==> config.mk <==
export PLATFORM = sky130hd
export DESIGN_NAME = mpu_distributor_flat
export DESIGN_NICKNAME = d
export VERILOG_FILES = /design/src/rtl/mpu_distributor_pkg.sv /design/src/rtl/mpu_distributor_if.sv /design/src/rtl/mpu_dist_addr_gen.sv /design/src/rtl/mpu_distributor.sv /design/src/flat_wrapper.sv
export SDC_FILE = /design/constraint.sdc
export NUM_CORES = 2
export LEC_CHECK = 0
export CAP_MARGIN = 20
export CORE_MARGIN = 5
export CORE_UTILIZATION = 55
export CTS_BUF_LIST = sky130_fd_sc_hd__clkbuf_8
export CTS_CLUSTER_DIAMETER = 40
export CTS_CLUSTER_SIZE = 28
export DETAILED_ROUTE_END_ITERATION = 10
export DONT_BUFFER_PORTS = 1
export PLACE_DENSITY = 0.67
export SETUP_SLACK_MARGIN = 0.1
export SLEW_MARGIN = 30
export SYNTH_ARGS = -nofsm -noshare
export SYNTH_HDL_FRONTEND = slang
export SYNTH_HIERARCHICAL = 1
export SYNTH_SLANG_ARGS = --single-unit
==> constraint.sdc <==
create_clock -name clk -period 6.4 [get_ports clk]
set_clock_uncertainty 0.1 [all_clocks]
set_input_delay 1.92 -clock clk [delete_from_list [all_inputs] [get_ports clk]]
set_output_delay 1.92 -clock clk [all_outputs]
set_load 0.01 [all_outputs]
==> src/rtl/mpu_distributor_pkg.sv <==
// mpu_distributor_pkg
// Shared types and dimensions for the MPU operand distributor.
//   float_sp            : raw IEEE-754 single-precision word
//   M, N                : A is M x N, B is N x N
//   MBITS, NBITS        : MSB of row / column indices
//   distributor_state_e : distributor FSM states
`timescale 1ns/1ps
package mpu_distributor_pkg;

  typedef logic [31:0] float_sp;

  localparam int M     = 6;
  localparam int N     = 6;
  localparam int MBITS = $clog2(M) - 1;
  localparam int NBITS = $clog2(N) - 1;

  typedef enum logic [2:0] {
    DIST_IDLE   = 3'd0,
    DIST_LOAD_A = 3'd1,
    DIST_LOAD_B = 3'd2,
    DIST_DRAIN  = 3'd3,
    DIST_FEED   = 3'd4,
    DIST_DONE   = 3'd5
  } distributor_state_e;

  // True in the two states that issue register-file reads.
  function automatic logic is_load_state(input distributor_state_e s);
    return (s == DIST_LOAD_A) || (s == DIST_LOAD_B);
  endfunction

endpackage

==> src/rtl/mpu_distributor_if.sv <==
// mpu_distributor_if
// Control, register-file read port and FMA feed signals of the distributor.
//   master : distributor side (drives *_out, busy, finished)
//   slave  : environment side (drives start, abort, read data, cluster ready)
`timescale 1ns/1ps
interface mpu_distributor_if;
  import mpu_distributor_pkg::*;

  logic               start_in;
  logic               error_detected_in;
  logic               busy_out;
  logic               distributor_finished;
  logic               reg_dist_rd_en_out;
  logic               reg_dist_sel_out;
  logic [MBITS:0]     reg_dist_i_out;
  logic [NBITS:0]     reg_dist_j_out;
  float_sp            reg_dist_element_in;
  logic               feed_valid_out;
  logic               cluster_ready_in;
  logic [NBITS:0]     feed_k_out;
  logic [M*32-1:0]    feed_a_col_out;
  logic [N*32-1:0]    feed_b_row_out;

  modport master (
    input  start_in, error_detected_in, reg_dist_element_in, cluster_ready_in,
    output busy_out, distributor_finished, reg_dist_rd_en_out, reg_dist_sel_out,
           reg_dist_i_out, reg_dist_j_out, feed_valid_out, feed_k_out,
           feed_a_col_out, feed_b_row_out
  );

  modport slave (
    output start_in, error_detected_in, reg_dist_element_in, cluster_ready_in,
    input  busy_out, distributor_finished, reg_dist_rd_en_out, reg_dist_sel_out,
           reg_dist_i_out, reg_dist_j_out, feed_valid_out, feed_k_out,
           feed_a_col_out, feed_b_row_out
  );

endinterface

==> src/rtl/mpu_dist_addr_gen.sv <==
// mpu_dist_addr_gen
// Row-major (i,j) address walker shared by the A and B load phases.
//   clk, rst : clock, synchronous active-high reset
//   clear    : return to (0,0) (has priority over advance)
//   advance  : step to the next address, j wraps at COLS-1 and i increments
//   phase    : 0 = walking A (A_ROWS rows), 1 = walking B (B_ROWS rows)
//   i, j     : current address (registered)
//   last     : current address is the final one of the selected phase
`timescale 1ns/1ps
module mpu_dist_addr_gen #(
  parameter int A_ROWS = 6,
  parameter int B_ROWS = 6,
  parameter int COLS   = 6,
  parameter int ROW_W  = 3,
  parameter int COL_W  = 3
) (
  input  logic             clk,
  input  logic             rst,
  input  logic             clear,
  input  logic             advance,
  input  logic             phase,
  output logic [ROW_W-1:0] i,
  output logic [COL_W-1:0] j,
  output logic             last
);

  logic [ROW_W-1:0] i_r;
  logic [COL_W-1:0] j_r;
  logic [ROW_W-1:0] last_row_s;
  logic             last_s;

  // Final-address detection for the phase currently being walked.
  always_comb begin
    if (phase) begin
      last_row_s = ROW_W'(B_ROWS - 1);
    end else begin
      last_row_s = ROW_W'(A_ROWS - 1);
    end
    last_s = (i_r == last_row_s) && (j_r == COL_W'(COLS - 1));
  end

  // Address counters.
  always_ff @(posedge clk) begin
    if (rst || clear) begin
      i_r <= '0;
      j_r <= '0;
    end else if (advance) begin
      if (j_r == COL_W'(COLS - 1)) begin
        j_r <= '0;
        i_r <= i_r + ROW_W'(1);
      end else begin
        j_r <= j_r + COL_W'(1);
      end
    end
  end

  assign i    = i_r;
  assign j    = j_r;
  assign last = last_s;

endmodule

==> src/rtl/mpu_distributor.sv <==
// mpu_distributor
// Loads A (M x N) and B (N x N) from the matrix register file into local
// buffers, then streams N outer-product beats (column k of A, row k of B)
// to the FMA cluster under valid/ready.
//   clk, rst : clock, synchronous active-high reset
//   bus      : mpu_distributor_if.master (control, regfile read port, feed)
`timescale 1ns/1ps
module mpu_distributor
  import mpu_distributor_pkg::*;
(
  input logic                clk,
  input logic                rst,
  mpu_distributor_if.master  bus
);

  localparam int KW = NBITS + 1;

  distributor_state_e state_r, next_state_s;
  logic [NBITS:0]     k_r, next_k_s;

  logic               ag_clear_s, ag_advance_s, ag_phase_s, ag_last_s;
  logic [MBITS:0]     ag_i_s;
  logic [NBITS:0]     ag_j_s;

  logic               busy_r, rd_en_r, sel_r, valid_r, finished_r;
  logic [M*32-1:0]    a_col_r, a_col_s;
  logic [N*32-1:0]    b_row_r, b_row_s;

  // Delayed copy of the read request, aligned with the returning data.
  logic               cap_en_r, cap_sel_r;
  logic [MBITS:0]     cap_i_r;
  logic [NBITS:0]     cap_j_r;

  float_sp            buf_a_r [M][N];
  float_sp            buf_b_r [N][N];

  mpu_dist_addr_gen #(
    .A_ROWS (M),
    .B_ROWS (N),
    .COLS   (N),
    .ROW_W  (MBITS + 1),
    .COL_W  (NBITS + 1)
  ) u_addr_gen (
    .clk     (clk),
    .rst     (rst),
    .clear   (ag_clear_s),
    .advance (ag_advance_s),
    .phase   (ag_phase_s),
    .i       (ag_i_s),
    .j       (ag_j_s),
    .last    (ag_last_s)
  );

  // Next-state, beat index and address-walker control.
  always_comb begin
    next_state_s = state_r;
    next_k_s     = k_r;
    ag_clear_s   = 1'b0;
    ag_advance_s = 1'b0;
    ag_phase_s   = (state_r == DIST_LOAD_B);
    case (state_r)
      DIST_IDLE: begin
        // An abort request in IDLE also masks a simultaneous start.
        if (bus.start_in && !bus.error_detected_in) begin
          next_state_s = DIST_LOAD_A;
          ag_clear_s   = 1'b1;
        end else begin
          next_state_s = DIST_IDLE;
        end
      end
      DIST_LOAD_A: begin
        if (bus.error_detected_in) begin
          next_state_s = DIST_IDLE;
          ag_clear_s   = 1'b1;
        end else if (ag_last_s) begin
          next_state_s = DIST_LOAD_B;
          ag_clear_s   = 1'b1;
        end else begin
          ag_advance_s = 1'b1;
        end
      end
      DIST_LOAD_B: begin
        if (bus.error_detected_in) begin
          next_state_s = DIST_IDLE;
          ag_clear_s   = 1'b1;
        end else if (ag_last_s) begin
          next_state_s = DIST_DRAIN;
          ag_clear_s   = 1'b1;
        end else begin
          ag_advance_s = 1'b1;
        end
      end
      DIST_DRAIN: begin
        if (bus.error_detected_in) begin
          next_state_s = DIST_IDLE;
        end else begin
          next_state_s = DIST_FEED;
          next_k_s     = '0;
        end
      end
      DIST_FEED: begin
        // Abort wins over a beat accepted in the same cycle.
        if (bus.error_detected_in) begin
          next_state_s = DIST_IDLE;
          next_k_s     = '0;
        end else if (valid_r && bus.cluster_ready_in) begin
          if (k_r == KW'(N - 1)) begin
            next_state_s = DIST_DONE;
            next_k_s     = '0;
          end else begin
            next_k_s     = k_r + KW'(1);
          end
        end else begin
          next_k_s = k_r;
        end
      end
      DIST_DONE: begin
        next_state_s = DIST_IDLE;
      end
      default: begin
        next_state_s = DIST_IDLE;
        next_k_s     = '0;
        ag_clear_s   = 1'b1;
      end
    endcase
  end

  // Beat decode from the buffers at the upcoming k. On entry to FEED the
  // last B element is written in the same edge, but it belongs to row N-1,
  // never to row 0, so the k=0 beat is already complete.
  always_comb begin
    a_col_s = '0;
    b_row_s = '0;
    for (int r = 0; r < M; r++) begin
      a_col_s[32*r +: 32] = buf_a_r[r][next_k_s];
    end
    for (int c = 0; c < N; c++) begin
      b_row_s[32*c +: 32] = buf_b_r[next_k_s][c];
    end
  end

  // State, beat index and registered outputs derived from the next state.
  always_ff @(posedge clk) begin
    if (rst) begin
      state_r    <= DIST_IDLE;
      k_r        <= '0;
      busy_r     <= 1'b0;
      rd_en_r    <= 1'b0;
      sel_r      <= 1'b0;
      valid_r    <= 1'b0;
      finished_r <= 1'b0;
      a_col_r    <= '0;
      b_row_r    <= '0;
    end else begin
      state_r    <= next_state_s;
      k_r        <= next_k_s;
      busy_r     <= (next_state_s != DIST_IDLE);
      rd_en_r    <= is_load_state(next_state_s);
      sel_r      <= (next_state_s == DIST_LOAD_B);
      valid_r    <= (next_state_s == DIST_FEED);
      finished_r <= (next_state_s == DIST_DONE);
      if (next_state_s == DIST_FEED) begin
        a_col_r <= a_col_s;
        b_row_r <= b_row_s;
      end else begin
        a_col_r <= '0;
        b_row_r <= '0;
      end
    end
  end

  // One-cycle delay of the read request to match the regfile latency.
  always_ff @(posedge clk) begin
    if (rst) begin
      cap_en_r  <= 1'b0;
      cap_sel_r <= 1'b0;
      cap_i_r   <= '0;
      cap_j_r   <= '0;
    end else begin
      cap_en_r  <= rd_en_r;
      cap_sel_r <= sel_r;
      cap_i_r   <= ag_i_s;
      cap_j_r   <= ag_j_s;
    end
  end

  // Operand buffers written from the returning read data.
  always_ff @(posedge clk) begin
    if (rst) begin
      for (int r = 0; r < M; r++) begin
        for (int c = 0; c < N; c++) begin
          buf_a_r[r][c] <= '0;
        end
      end
      for (int r = 0; r < N; r++) begin
        for (int c = 0; c < N; c++) begin
          buf_b_r[r][c] <= '0;
        end
      end
    end else if (cap_en_r) begin
      if (cap_sel_r) begin
        buf_b_r[cap_i_r][cap_j_r] <= bus.reg_dist_element_in;
      end else begin
        buf_a_r[cap_i_r][cap_j_r] <= bus.reg_dist_element_in;
      end
    end
  end

  assign bus.busy_out             = busy_r;
  assign bus.distributor_finished = finished_r;
  assign bus.reg_dist_rd_en_out   = rd_en_r;
  assign bus.reg_dist_sel_out     = sel_r;
  assign bus.reg_dist_i_out       = ag_i_s;
  assign bus.reg_dist_j_out       = ag_j_s;
  assign bus.feed_valid_out       = valid_r;
  assign bus.feed_k_out           = k_r;
  assign bus.feed_a_col_out       = a_col_r;
  assign bus.feed_b_row_out       = b_row_r;

endmodule

==> src/flat_wrapper.sv <==
// flat-port wrapper written by rule: the top's interface ports become plain ports
module mpu_distributor_flat import mpu_distributor_pkg::*;
  (clk, rst, bus_start_in, bus_error_detected_in, bus_reg_dist_element_in, bus_cluster_ready_in, bus_busy_out, bus_distributor_finished, bus_reg_dist_rd_en_out, bus_reg_dist_sel_out, bus_reg_dist_i_out, bus_reg_dist_j_out, bus_feed_valid_out, bus_feed_k_out, bus_feed_a_col_out, bus_feed_b_row_out);
  mpu_distributor_if bus_i ();
  input logic clk;
  input logic rst;
  input wire logic [$bits(bus_i.start_in)-1:0] bus_start_in;
  input wire logic [$bits(bus_i.error_detected_in)-1:0] bus_error_detected_in;
  input wire logic [$bits(bus_i.reg_dist_element_in)-1:0] bus_reg_dist_element_in;
  input wire logic [$bits(bus_i.cluster_ready_in)-1:0] bus_cluster_ready_in;
  output wire logic [$bits(bus_i.busy_out)-1:0] bus_busy_out;
  output wire logic [$bits(bus_i.distributor_finished)-1:0] bus_distributor_finished;
  output wire logic [$bits(bus_i.reg_dist_rd_en_out)-1:0] bus_reg_dist_rd_en_out;
  output wire logic [$bits(bus_i.reg_dist_sel_out)-1:0] bus_reg_dist_sel_out;
  output wire logic [$bits(bus_i.reg_dist_i_out)-1:0] bus_reg_dist_i_out;
  output wire logic [$bits(bus_i.reg_dist_j_out)-1:0] bus_reg_dist_j_out;
  output wire logic [$bits(bus_i.feed_valid_out)-1:0] bus_feed_valid_out;
  output wire logic [$bits(bus_i.feed_k_out)-1:0] bus_feed_k_out;
  output wire logic [$bits(bus_i.feed_a_col_out)-1:0] bus_feed_a_col_out;
  output wire logic [$bits(bus_i.feed_b_row_out)-1:0] bus_feed_b_row_out;
  assign bus_i.start_in = bus_start_in;
  assign bus_i.error_detected_in = bus_error_detected_in;
  assign bus_i.reg_dist_element_in = bus_reg_dist_element_in;
  assign bus_i.cluster_ready_in = bus_cluster_ready_in;
  assign bus_busy_out = bus_i.busy_out;
  assign bus_distributor_finished = bus_i.distributor_finished;
  assign bus_reg_dist_rd_en_out = bus_i.reg_dist_rd_en_out;
  assign bus_reg_dist_sel_out = bus_i.reg_dist_sel_out;
  assign bus_reg_dist_i_out = bus_i.reg_dist_i_out;
  assign bus_reg_dist_j_out = bus_i.reg_dist_j_out;
  assign bus_feed_valid_out = bus_i.feed_valid_out;
  assign bus_feed_k_out = bus_i.feed_k_out;
  assign bus_feed_a_col_out = bus_i.feed_a_col_out;
  assign bus_feed_b_row_out = bus_i.feed_b_row_out;
  mpu_distributor u_core (.clk(clk), .rst(rst), .bus(bus_i));
endmodule
==> impl_metrics.json <==
{
  "status": "finished, final reports clean",
  "first_global_vias": 75750,
  "die_area_um2": 237400,
  "ys_warn_count": 6,
  "post_cts_buffers": 0,
  "p_sw_mw": 9.252,
  "finalWorstSetupSlack_ns": 1.625,
  "relSlewSlack": 0.2193,
  "final_layout_size_suffix_gt1_frac": 0.1229,
  "syn_to_final_growth_pct": 9.693,
  "clk_pin_slew_ns": 0.09,
  "final_antenna_net_count": 0,
  "cts_tree": "yes",
  "cts.hold.buffers_added": 0,
  "drc": 0,
  "setup_violations": 0,
  "routedWlPerCell_um": 30.72,
  "placed_area_um2": 127200,
  "clockRootBuffer": "clkbuf_8",
  "synthesis.instances": 8748,
  "switching_share": 0.2249,
  "finalMaxSlewViolations": 0,
  "dr.pass1.iters": 6,
  "clock-sinks": 3097,
  "clock_latency_ns": 1.13,
  "initial_utilization": 0.5516,
  "drt_iter0_markers": 8800,
  "power.share.clock": 0.431,
  "min_period_ns": 4.775,
  "rsz0062_at_grt": "no",
  "cp_max_fo": 41,
  "netlist_area_um2": 125300,
  "totalPowerFinal_mw": 41.13,
  "viasPerCell": 6.471,
  "h-tree-depth": 5,
  "num_vias": 76250,
  "routed_wl_um": 361900,
  "worstSetupPathType": "flop to flop",
  "grt_max_degree": 141,
  "cts_buffers": 429,
  "rrSetupSlack_ns": 1.63,
  "fin_setup_tns_ns": 0,
  "ir_drop_uv": 357.8,
  "hold_path.class": "flop to flop",
  "maxCapViolCount": 0,
  "grt_pass1_wl_um": 522600,
  "nets": 8438,
  "leakagePower_nw": 47.28,
  "worst_pin_slew_ns": 1.171,
  "die_w_um": 487.2,
  "critPathArrivalTime_ns": 5.67,
  "comb_power_share": 0.016,
  "groute.usage.overall": 0.2968,
  "syn_avg_cell_area_um2": 14.32,
  "io_buffers": 0,
  "grt-ovfl-total": 0,
  "rows": 175,
  "syn_nets": 8787,
  "dpl.hpwl_um": 185200,
  "critPathRequiredTime_ns": 7.29,
  "place.gp.congestion": 0.8149,
  "max_freq_mhz": 209.4,
  "antenna_found_initial": 22,
  "fp.dieH_um": 487.2,
  "p_per_area_nw_per_um2": 299.3,
  "post-route-cell-area_um2": 137400,
  "min_period_over_period": 0.7461,
  "hold_viol_final": 0,
  "seqPwrFrac": 0.553,
  "crit_path_end_kind": "flop",
  "place_ws_ns": 1.199,
  "power.internal_mw": 31.88,
  "clockBufferDepth": 4,
  "cts_resized": 0,
  "ios": 435,
  "worst_setup_path_start_kind": "flop",
  "coreArea_um2": 227100,
  "hold-worst-slack_ns": 0.3395
}
==> cell usage in the layout, fill, tap and decap left out, drive strengths merged, types with 2 or more instances in the layout <==
master	instances
nor2	106
nor3	3
a221oi	575
ha	2
diode	19
bufinv	53
or3	4
and2	2305
and3	3
a21oi	201
edfxtp	2688
nand3	2
or2	75
clkinvlp	42
nor2b	12
o22ai	577
clkbuf	453
clkinv	101
nand3b	3
a211oi	2
a21o	3
xnor2	2
mux2i	2
nand2b	3
or3b	2
nand2	28
o2bb2ai	191
inv	144
buf	159
nor4b	2
nand4b	2
dfxtp	409
nor3b	2
o221ai	2
a22o	576
o21ai	5
and4b	2
==> critical path, stage by stage (launching register included) <==
cell and delay [ns]:
dfxtp_1 0.77, nand3_1 0.15, nor3b_1 0.64, nand2_1 0.14, nor4b_1 0.19, a21o_1 0.23
nor2_1 0.52, nand2_4 0.71, buf_4 0.53, o22ai_1 0.64
==> layout make-up <==
type,instances,area [um^2]
clock buffer,453,6235
clock inverter,333,3792
fill,16760,89660
inverter,7,26.28
antenna,19,47.55
timing repair buffer,159,1894
multi-input combinational,4705,32730
tap,3009,3765
sequential,3097,88910
==> registers in the layout (all words and copies together) (netlist names) <==
signal / count
u_core/u_addr_gen/i: 3
u_core/buf_b_r: 1536
u_core/cap_en_r: 1
u_core/bus.reg_dist_sel_out: 1
u_core/bus.distributor_finished: 1
u_core/bus.feed_b_row_out: 192
u_core/cap_sel_r: 1
u_core/bus.busy_out: 1
u_core/state_r: 3
u_core/u_addr_gen/j: 3
u_core/bus.feed_valid_out: 1
u_core/bus.feed_k_out: 3
u_core/bus.reg_dist_rd_en_out: 1
u_core/bus.feed_a_col_out: 192
u_core/cap_j_r: 3
u_core/buf_a_r: 1152
u_core/cap_i_r: 3
==> metal layers <==
metal	wire, um	GRT usage	up-vias
met5	0	0	-
met4	13880	0.1147	0
met3	36990	0.07228	631
met2	169400	0.4670	4192
met1	141600	0.4029	38810
li1	-	-	32610
==> power groups by stage <==
stage / sequential (mW) / combinational [mW] / clock [mW]
2_1_floorplan: 23.1 / 0.570 / 0
3_3_place_gp: 23.2 / 0.646 / 0
3_5_place_dp: 23.2 / 0.659 / 0
4_1_cts: 22.7 / 0.661 / 17.9
5_1_grt: 22.8 / 0.702 / 18.9
6_report: 22.7 / 0.662 / 17.7
==> metrics by stage <==
stage                     instances    util
after floorplan                8748       -
after global placement        10960  0.5588
after detailed placement      10970  0.5601
after CTS                     11760  0.6042
after global routing          11770  0.6049
final                         11780  0.6051
==> final timing paths <==
check / startpoint / end / cells after the start
setup / recovery: u_core/u_addr_gen/i[2]$_SDFFE_PP0P_ / u_core/bus.feed_b_row_out[186]$_SDFF_PP0_ / 9
hold / removal: u_core/buf_a_r[4][122]$_SDFFCE_PN0P_ / u_core/bus.feed_a_col_out[154]$_SDFF_PP0_ / 2
setup reg to reg: u_core/u_addr_gen/i[2]$_SDFFE_PP0P_ / u_core/bus.feed_b_row_out[186]$_SDFF_PP0_ / 9
hold reg to reg: u_core/buf_a_r[4][122]$_SDFFCE_PN0P_ / u_core/bus.feed_a_col_out[154]$_SDFF_PP0_ / 2
Power figures use the tool's default switching activity.
